File: src/rtl/updown_counter_sat_if.sv
// Control and status bundle for updown_counter_sat: clear/load/step requests in,
// registered count plus level flags and overflow/underflow events out.
interface updown_counter_sat_if #(
   parameter int CNT_W  = 8,
   parameter int STEP_W = 4
);
   logic              clr_i;
   logic              load_i;
   logic [CNT_W-1:0]  load_val_i;
   logic              inc_i;
   logic              dec_i;
   logic [STEP_W-1:0] step_i;
   logic [CNT_W-1:0]  count_o;
   logic              full_o;
   logic              empty_o;
   logic              almost_full_o;
   logic              almost_empty_o;
   logic              ovf_o;
   logic              unf_o;
   logic              err_o;

   modport master (
      output clr_i, load_i, load_val_i, inc_i, dec_i, step_i,
      input  count_o, full_o, empty_o, almost_full_o, almost_empty_o, ovf_o, unf_o, err_o
   );

   modport slave (
      input  clr_i, load_i, load_val_i, inc_i, dec_i, step_i,
      output count_o, full_o, empty_o, almost_full_o, almost_empty_o, ovf_o, unf_o, err_o
   );
endinterface

File: src/rtl/updown_counter_sat.sv
// Up/down occupancy counter with variable step, clamp-on-load and per-direction saturate/wrap.
// Optional sticky error flag built only when UPDOWN_CNT_STICKY_ERR_EN is defined.
module updown_counter_sat #(
   parameter int CNT_W    = 8,
   parameter int STEP_W   = 4,
   parameter int MIN_VAL  = 0,
   parameter int MAX_VAL  = 255,
   parameter int RST_VAL  = 0,
   parameter int SAT_HIGH = 1,
   parameter int SAT_LOW  = 1,
   parameter int AE_LVL   = 10,
   parameter int AF_LVL   = 250
) (
   input logic                 clk_i,
   input logic                 rst_ni,
   updown_counter_sat_if.slave bus
);
   // Two guard bits keep count +/- step exact, including negative results.
   localparam int W = CNT_W + 2;
   typedef logic signed [W-1:0] wide_t;

   localparam wide_t MIN_W   = wide_t'(MIN_VAL);
   localparam wide_t MAX_W   = wide_t'(MAX_VAL);
   localparam wide_t RANGE_W = wide_t'(MAX_VAL - MIN_VAL + 1);

   localparam logic [CNT_W-1:0] MIN_C = CNT_W'(MIN_VAL);
   localparam logic [CNT_W-1:0] MAX_C = CNT_W'(MAX_VAL);
   localparam logic [CNT_W-1:0] RST_C = CNT_W'(RST_VAL);
   localparam logic [CNT_W-1:0] AE_C  = CNT_W'(AE_LVL);
   localparam logic [CNT_W-1:0] AF_C  = CNT_W'(AF_LVL);

   logic [CNT_W-1:0] count, count_nxt;
   logic             ovf, ovf_nxt;
   logic             unf, unf_nxt;
   wide_t            cur, stp, up, dn;
   logic             step_nz;

   assign cur     = wide_t'({2'b00, count});
   assign stp     = wide_t'(bus.step_i);
   assign up      = cur + stp;
   assign dn      = cur - stp;
   assign step_nz = (bus.step_i != '0);

   always_comb begin
      count_nxt = count;
      ovf_nxt   = 1'b0;
      unf_nxt   = 1'b0;
      if (bus.clr_i) begin
         count_nxt = RST_C;
      end else if (bus.load_i) begin
         if (bus.load_val_i > MAX_C)
            count_nxt = MAX_C;
         else if (bus.load_val_i < MIN_C)
            count_nxt = MIN_C;
         else
            count_nxt = bus.load_val_i;
      end else if (bus.inc_i && !bus.dec_i && step_nz) begin
         if (up > MAX_W) begin
            ovf_nxt   = 1'b1;
            count_nxt = (SAT_HIGH != 0) ? MAX_C : CNT_W'(up - RANGE_W);
         end else begin
            count_nxt = CNT_W'(up);
         end
      end else if (bus.dec_i && !bus.inc_i && step_nz) begin
         if (dn < MIN_W) begin
            unf_nxt   = 1'b1;
            count_nxt = (SAT_LOW != 0) ? MIN_C : CNT_W'(dn + RANGE_W);
         end else begin
            count_nxt = CNT_W'(dn);
         end
      end
   end

   always_ff @(posedge clk_i or negedge rst_ni) begin
      if (!rst_ni) begin
         count <= RST_C;
         ovf   <= 1'b0;
         unf   <= 1'b0;
      end else begin
         count <= count_nxt;
         ovf   <= ovf_nxt;
         unf   <= unf_nxt;
      end
   end

`ifdef UPDOWN_CNT_STICKY_ERR_EN
   logic err;

   // Set alongside the event pulse so err_o rises in the same cycle as ovf_o/unf_o.
   always_ff @(posedge clk_i or negedge rst_ni) begin
      if (!rst_ni)
         err <= 1'b0;
      else if (bus.clr_i)
         err <= 1'b0;
      else if (ovf_nxt || unf_nxt)
         err <= 1'b1;
   end

   assign bus.err_o = err;
`else
   assign bus.err_o = 1'b0;
`endif

   assign bus.count_o        = count;
   assign bus.ovf_o          = ovf;
   assign bus.unf_o          = unf;
   assign bus.full_o         = (count == MAX_C);
   assign bus.empty_o        = (count == MIN_C);
   assign bus.almost_full_o  = (count >= AF_C);
   assign bus.almost_empty_o = (count <= AE_C);
endmodule

File: src/flat_wrapper.sv
// flat-port wrapper written by rule: the top's interface ports become plain ports
module updown_counter_sat_flat 
#(
   parameter int CNT_W    = 8,
   parameter int STEP_W   = 4,
   parameter int MIN_VAL  = 0,
   parameter int MAX_VAL  = 255,
   parameter int RST_VAL  = 0,
   parameter int SAT_HIGH = 1,
   parameter int SAT_LOW  = 1,
   parameter int AE_LVL   = 10,
   parameter int AF_LVL   = 250
)
  (clk_i, rst_ni, bus_clr_i, bus_load_i, bus_load_val_i, bus_inc_i, bus_dec_i, bus_step_i, bus_count_o, bus_full_o, bus_empty_o, bus_almost_full_o, bus_almost_empty_o, bus_ovf_o, bus_unf_o, bus_err_o);
  updown_counter_sat_if #(.CNT_W(CNT_W), .STEP_W(STEP_W)) bus_i ();
  input logic clk_i;
  input logic rst_ni;
  input wire logic [$bits(bus_i.clr_i)-1:0] bus_clr_i;
  input wire logic [$bits(bus_i.load_i)-1:0] bus_load_i;
  input wire logic [$bits(bus_i.load_val_i)-1:0] bus_load_val_i;
  input wire logic [$bits(bus_i.inc_i)-1:0] bus_inc_i;
  input wire logic [$bits(bus_i.dec_i)-1:0] bus_dec_i;
  input wire logic [$bits(bus_i.step_i)-1:0] bus_step_i;
  output wire logic [$bits(bus_i.count_o)-1:0] bus_count_o;
  output wire logic [$bits(bus_i.full_o)-1:0] bus_full_o;
  output wire logic [$bits(bus_i.empty_o)-1:0] bus_empty_o;
  output wire logic [$bits(bus_i.almost_full_o)-1:0] bus_almost_full_o;
  output wire logic [$bits(bus_i.almost_empty_o)-1:0] bus_almost_empty_o;
  output wire logic [$bits(bus_i.ovf_o)-1:0] bus_ovf_o;
  output wire logic [$bits(bus_i.unf_o)-1:0] bus_unf_o;
  output wire logic [$bits(bus_i.err_o)-1:0] bus_err_o;
  assign bus_i.clr_i = bus_clr_i;
  assign bus_i.load_i = bus_load_i;
  assign bus_i.load_val_i = bus_load_val_i;
  assign bus_i.inc_i = bus_inc_i;
  assign bus_i.dec_i = bus_dec_i;
  assign bus_i.step_i = bus_step_i;
  assign bus_count_o = bus_i.count_o;
  assign bus_full_o = bus_i.full_o;
  assign bus_empty_o = bus_i.empty_o;
  assign bus_almost_full_o = bus_i.almost_full_o;
  assign bus_almost_empty_o = bus_i.almost_empty_o;
  assign bus_ovf_o = bus_i.ovf_o;
  assign bus_unf_o = bus_i.unf_o;
  assign bus_err_o = bus_i.err_o;
  updown_counter_sat #(.CNT_W(CNT_W), .STEP_W(STEP_W), .MIN_VAL(MIN_VAL), .MAX_VAL(MAX_VAL), .RST_VAL(RST_VAL), .SAT_HIGH(SAT_HIGH), .SAT_LOW(SAT_LOW), .AE_LVL(AE_LVL), .AF_LVL(AF_LVL)) u_core (.clk_i(clk_i), .rst_ni(rst_ni), .bus(bus_i));
endmodule
File: config.mk
export PLATFORM = sky130hd
export DESIGN_NAME = updown_counter_sat_flat
export DESIGN_NICKNAME = d
export VERILOG_FILES = /design/src/rtl/updown_counter_sat_if.sv /design/src/rtl/updown_counter_sat.sv /design/src/flat_wrapper.sv
export SDC_FILE = /design/constraint.sdc
export NUM_CORES = 1
export LEC_CHECK = 0
export CORE_MARGIN = 3
export CORE_UTILIZATION = 45
export DETAILED_ROUTE_END_ITERATION = 8
export PLACE_DENSITY = 0.81
export SLEW_MARGIN = 15
export SYNTH_ARGS = -nofsm -noshare
export SYNTH_HDL_FRONTEND = slang
export SYNTH_SLANG_ARGS = --single-unit
File: constraint.sdc
create_clock -name clk_i -period 2.8 [get_ports clk_i]
set_input_delay 0.28 -clock clk_i [delete_from_list [all_inputs] [get_ports clk_i]]
set_output_delay 0.28 -clock clk_i [all_outputs]
set_load 0.01 [all_outputs]
# [Yosys cells after proc, flatten, opt, wreduce, memory -nomap -nowiden]
# Cells that the tools add are included.
[op_classes] add_sub_neg=2 order_cmp=6 n_eq_ne=1 muxes=17 reduce_logical=9
[ops] operator="$mux 8" count=8
[ops] operator="$gt 10x9->1 const B" count=1
[ops] operator="$lt 10x1->1 const B" count=1
[ops] operator="$add 8x4->9" count=1
[ops] operator="$mux 1" count=9
[ops] operator="$sub 8x4->9" count=1
[ops] operator="$eq 8x8->1 const B" count=1
[ops] operator="$ge 8x8->1 const B" count=1
[ops] operator="$gt 8x8->1 const B" count=1
[ops] operator="$le 8x4->1 const B" count=1
[ops] operator="$logic_not 8->1" count=1
[ops] operator="$lt 8x1->1 const B" count=1
[ops] operator="$reduce_bool 4->1" count=2
[ops] operator="$logic_and 1x1->1" count=4
[ops] operator="$logic_not 1->1" count=2
[totals] ff_bits=10 in_bits=18 output_inout_bits=15 elab_cells=38

# [Logic depth before layout (Yosys ltp)]
# Gate-level depths: netlist of the first run.
[depth] ltp_word=7 ltp_mapped=9 depth_no_buf=9

# [Worst setup path before layout of the first run]
# No wires, ideal clock.
[synth_timing] path_kind="register to register" start="register u_core.count[1] (netlist: u_core.bus.count_o[1])" end="register u_core.count[4] (netlist: u_core.bus.count_o[4])" setup_ps=94 t_arrival_ps=2180 required_ps=2706 setup_slack_ps=526 path_stages_with_launch=8 path_buffers=0 synth_period_minus_slack_ps=2274 path_cell_list="dfrtp_1 > inv_1 > fa_1 > or2_4 > a21o_1 > or3_1 > a31o_1 > a221oi_2"
[synth_between] elab_chain_cells=7
[synth_rtl] item="start, declared" line_no="updown_counter_sat.sv:32" source="logic [CNT_W-1:0] count, count_nxt;"
[synth_rtl] item="start signal, assigned" line_no="updown_counter_sat.sv:80" source="count <= count_nxt;"
[synth_rtl] item="$sub 8x4->9" line_no="updown_counter_sat.sv:41" source="assign dn = cur - stp;"
[synth_rtl] item="$lt 10x1->1" line_no="updown_counter_sat.sv:65" source="if (dn < MIN_W) begin"
[synth_rtl] item="$mux 8" line_no="updown_counter_sat.sv:65"
[synth_rtl] item="$mux 8" line_no="updown_counter_sat.sv:64" source="end else if (bus.dec_i && !bus.inc_i && step_nz) begin"
[synth_rtl] item="$mux 8 *" line_no="updown_counter_sat.sv:57" source="end else if (bus.inc_i && !bus.dec_i && step_nz) begin"
[synth_rtl] item="$mux 8 *" line_no="updown_counter_sat.sv:50" source="end else if (bus.load_i) begin"
[synth_rtl] item="$mux 8 *" line_no="updown_counter_sat.sv:48" source="if (bus.clr_i) begin"
# Mark *: on every way between the ends. The rest lies on a longest branch, timed or not. The select of a mux whose other input is x is not followed.
# A chain may end at the register's enable or synchronous reset.

# [Final worst setup path of the first run]
[layout_timing] start="register u_core.count[6] (netlist: u_core.bus.count_o[6])" end="output bus_empty_o"
[layout_between] elab_chain_cells=1
[layout_rtl] item="$logic_not 8->1" line_no="updown_counter_sat.sv:108" source="assign bus.empty_o = (count == MIN_C);"
[layout_rtl] item="end, declared" line_no="flat_wrapper.sv:26" source="output wire logic [$bits(bus_i.empty_o)-1:0] bus_empty_o;"
# Every way passes these cells.

==> reports/metrics.cfg, run 1 <==
[final_layout]
area_delta_synth_final_pct=30.2
nNetsFinal=216
n_antenna_cell=0
multi_input_area_um2=927
ff_latch_area_um2=250
nFillCells=247
drive_above_1_share=0.112

[critical_path]
crit_path_max_fanout=9
crit_type=reg -> out
rrSetupSlack_ps=310
r2r_start=u_core.bus.count_o[0]
timing.rr.end=u_core.bus.count_o[4]
cp.arrival_ps=2280
r2r_cells=8
worst_setup_path_end_kind=primary output
cp.required_ps=2520
cp-start-kind=flop

[logic_synthesis]
syn_area_um2=1270
synth_commonest_cells=inv_1, nor2_1, dfrtp_1
synth_ff_type=dfrtp_1
yosys_warnings=0
synth-edff-count=0
synth_fp_nets=181
synth.distinct_cells=53
ys_ff_latch=10
synth-seq-area-share=0.197
async_flop_share=1.00
synth_area_leaders=dfrtp_1, ha_1, nor2b_1
synth_cells=153
syn_area_per_cell_um2=8.29
yosysTopAreaCellShare=0.197
synth_largest_area_cell=dfrtp_1

[global_routing]
antenna_found_initial=0
grt_pass1_wl_um=5730
grt_usage=0.213
grt_pass1_vias=1261
gr-total-overflow=0
grt_max_degree=19

[clock_network]
cts_buffer_depth=2
postCtsSetupBuffers=0
cts_tree=yes
clk_pin_slew_ps=70
cts.sink_count=10
cts_inserted_buffers=3
postCtsResizedCells=0
cts_root_buf=clkbuf_4
clock_latency_ps=270
postCtsHoldBufs=0
htreeDepth=1

[routing]
met2_length_um=1730
dr_wl_met3_um=264
top_layer_used=met4
routedWlPerCell_um=16.4
drt_iter0_drc=61
drc_errors=0
ant_nets=0
viasPerCell=6.14
vias=1333
wl_um=3560
drt_pass1_iterations=4
drt-met1-wl_um=1530

[die]
core_area_um2=2570
start_util=0.494
dieArea_um2=3490
row_count=18
die_w_um=59.1
boundaryPins=33
die_h_um=59.1

[sta]
slew_headroom=0.538
layout_min_cycle_time_ps=2560
fmax_mhz=390
hold_slack_ps=322
skew_ps=5.24
maxSlewViolCount=0
timing.final.crit_share=0.915
final_hold_viol_count=0
rsz0062_at_grt=no
tightestPinTransition_ps=693
setup_viol=0
tns_ps=0

[outcome]
outcome=complete, no violations

[power_and_ir_drop]
power_uw=586
p_per_area_nw_per_um2=355
leakage_uw=0.000671
ir_drop_v=0.000445

[flow_run]
drv_cap=0

[placed_design]
port_buffers=31
hpwl_um=2860
gp_congestion=0.908

[min_path]
hold_class=in -> async

[kinds of logic (layout without fill, tap and decap cells)]
family / count (synthesis) / in the layout / synth area share
muxes: 1 / 1 / 0.00789
other: 1 / 1 / 0.00296
DFF: 10 / 10 / 0.197
AOI/OAI and AO/OA: 50 / 50 / 0.309
adders and majority gates: 10 / 10 / 0.110
and+or+nand+nor: 60 / 60 / 0.287
xor gates and xnor gates: 2 / 2 / 0.0138
buffers and inverters: 19 / 53 / 0.0720
[area by class of cell]
type,count,area share
flip-flops and latches,10,0.152
well taps,30,0.0227
inverters,12,0.0273
repair buffers,37,0.215
multi-input cells,124,0.561
clock buffers,4,0.0220
[per-layer routing]
layer,track usage,vias up
met5,0,-
met4,0.0647,0
met3,0.0458,6
met2,0.363,56
met1,0.269,630
li1,-,641
[cells in the final DEF, fill, tap and decap left out, drive strengths merged, types with 6 or more instances in the layout]
master	synthesis	final
nor2	13	13
nand2	6	6
buf	5	6
nor3	6	6
ha	8	8
dfrtp	10	10
nor2b	9	9
nand3	7	7
inv	12	12
a21o	8	8
clkdlybuf4s50	0	31
a21oi	8	8
[per-stage QoR]
step	utilization	setup slack, ps	cell area (um2)	std cells
5_1_grt	0.643	151	1650	217
3_3_place_gp	0.629	154	1620	213
2_1_floorplan	-	526	1270	153
6_report	0.643	237	1650	217
3_5_place_dp	0.629	43.1	1620	213
4_1_cts	0.643	214	1650	217
[flip-flops by register name (all words and copies together), names as in the netlist]
name / count
u_core.bus.count_o: 8
u_core.bus.unf_o: 1
u_core.bus.ovf_o: 1
[critical path, cell delays in order, from the launching register on]
cell,delay [ps]
dfrtp_1,490
or4_4,620
nor4b_1,300
clkdlybuf4s50_1,600
[power breakdown]
| group | internal [uW] | switching (uW) |
|---|---|---|
| sequential | 154 | 24.8 |
| combinational | 136 | 139 |
| clock | 79.1 | 53.5 |
[worst max path at each step]
| stage | from | to | slack [ps] | cells past startpoint |
|---|---|---|---|---|
| after floorplan | u_core.bus.count_o[1] | u_core.bus.count_o[4] | 530 | 7 |
| after global placement | bus_step_i[0] | u_core.bus.count_o[4] | 150 | 9 |
| after detailed placement | bus_step_i[0] | u_core.bus.count_o[4] | 40 | 9 |
| after CTS | u_core.bus.count_o[6] | bus_empty_o | 210 | 3 |
| after global routing | u_core.bus.count_o[6] | bus_empty_o | 150 | 3 |
| final | u_core.bus.count_o[6] | bus_empty_o | 240 | 3 |
(Power assumes the default switching activity.)
==> run 2: changes to the inputs <==
--- a/config.mk
+++ b/config.mk
@@ -5,11 +5,11 @@
 export SDC_FILE = /design/constraint.sdc
 export NUM_CORES = 1
 export LEC_CHECK = 0
+export CAP_MARGIN = 20
 export CORE_MARGIN = 3
 export CORE_UTILIZATION = 45
 export DETAILED_ROUTE_END_ITERATION = 8
 export PLACE_DENSITY = 0.81
-export SLEW_MARGIN = 15
 export SYNTH_ARGS = -nofsm -noshare
 export SYNTH_HDL_FRONTEND = slang
 export SYNTH_SLANG_ARGS = --single-unit
==> results of run 2 <==
The final DEF is identical to that of run 1; final timing and power are the same.
==> run 3: changes to the inputs <==
--- a/config.mk
+++ b/config.mk
@@ -5,7 +5,6 @@
 export SDC_FILE = /design/constraint.sdc
 export NUM_CORES = 1
 export LEC_CHECK = 0
-export CAP_MARGIN = 20
 export CORE_MARGIN = 3
 export CORE_UTILIZATION = 45
 export DETAILED_ROUTE_END_ITERATION = 8
==> results of run 3 <==
The final DEF is identical to that of run 1; final timing and power are the same.
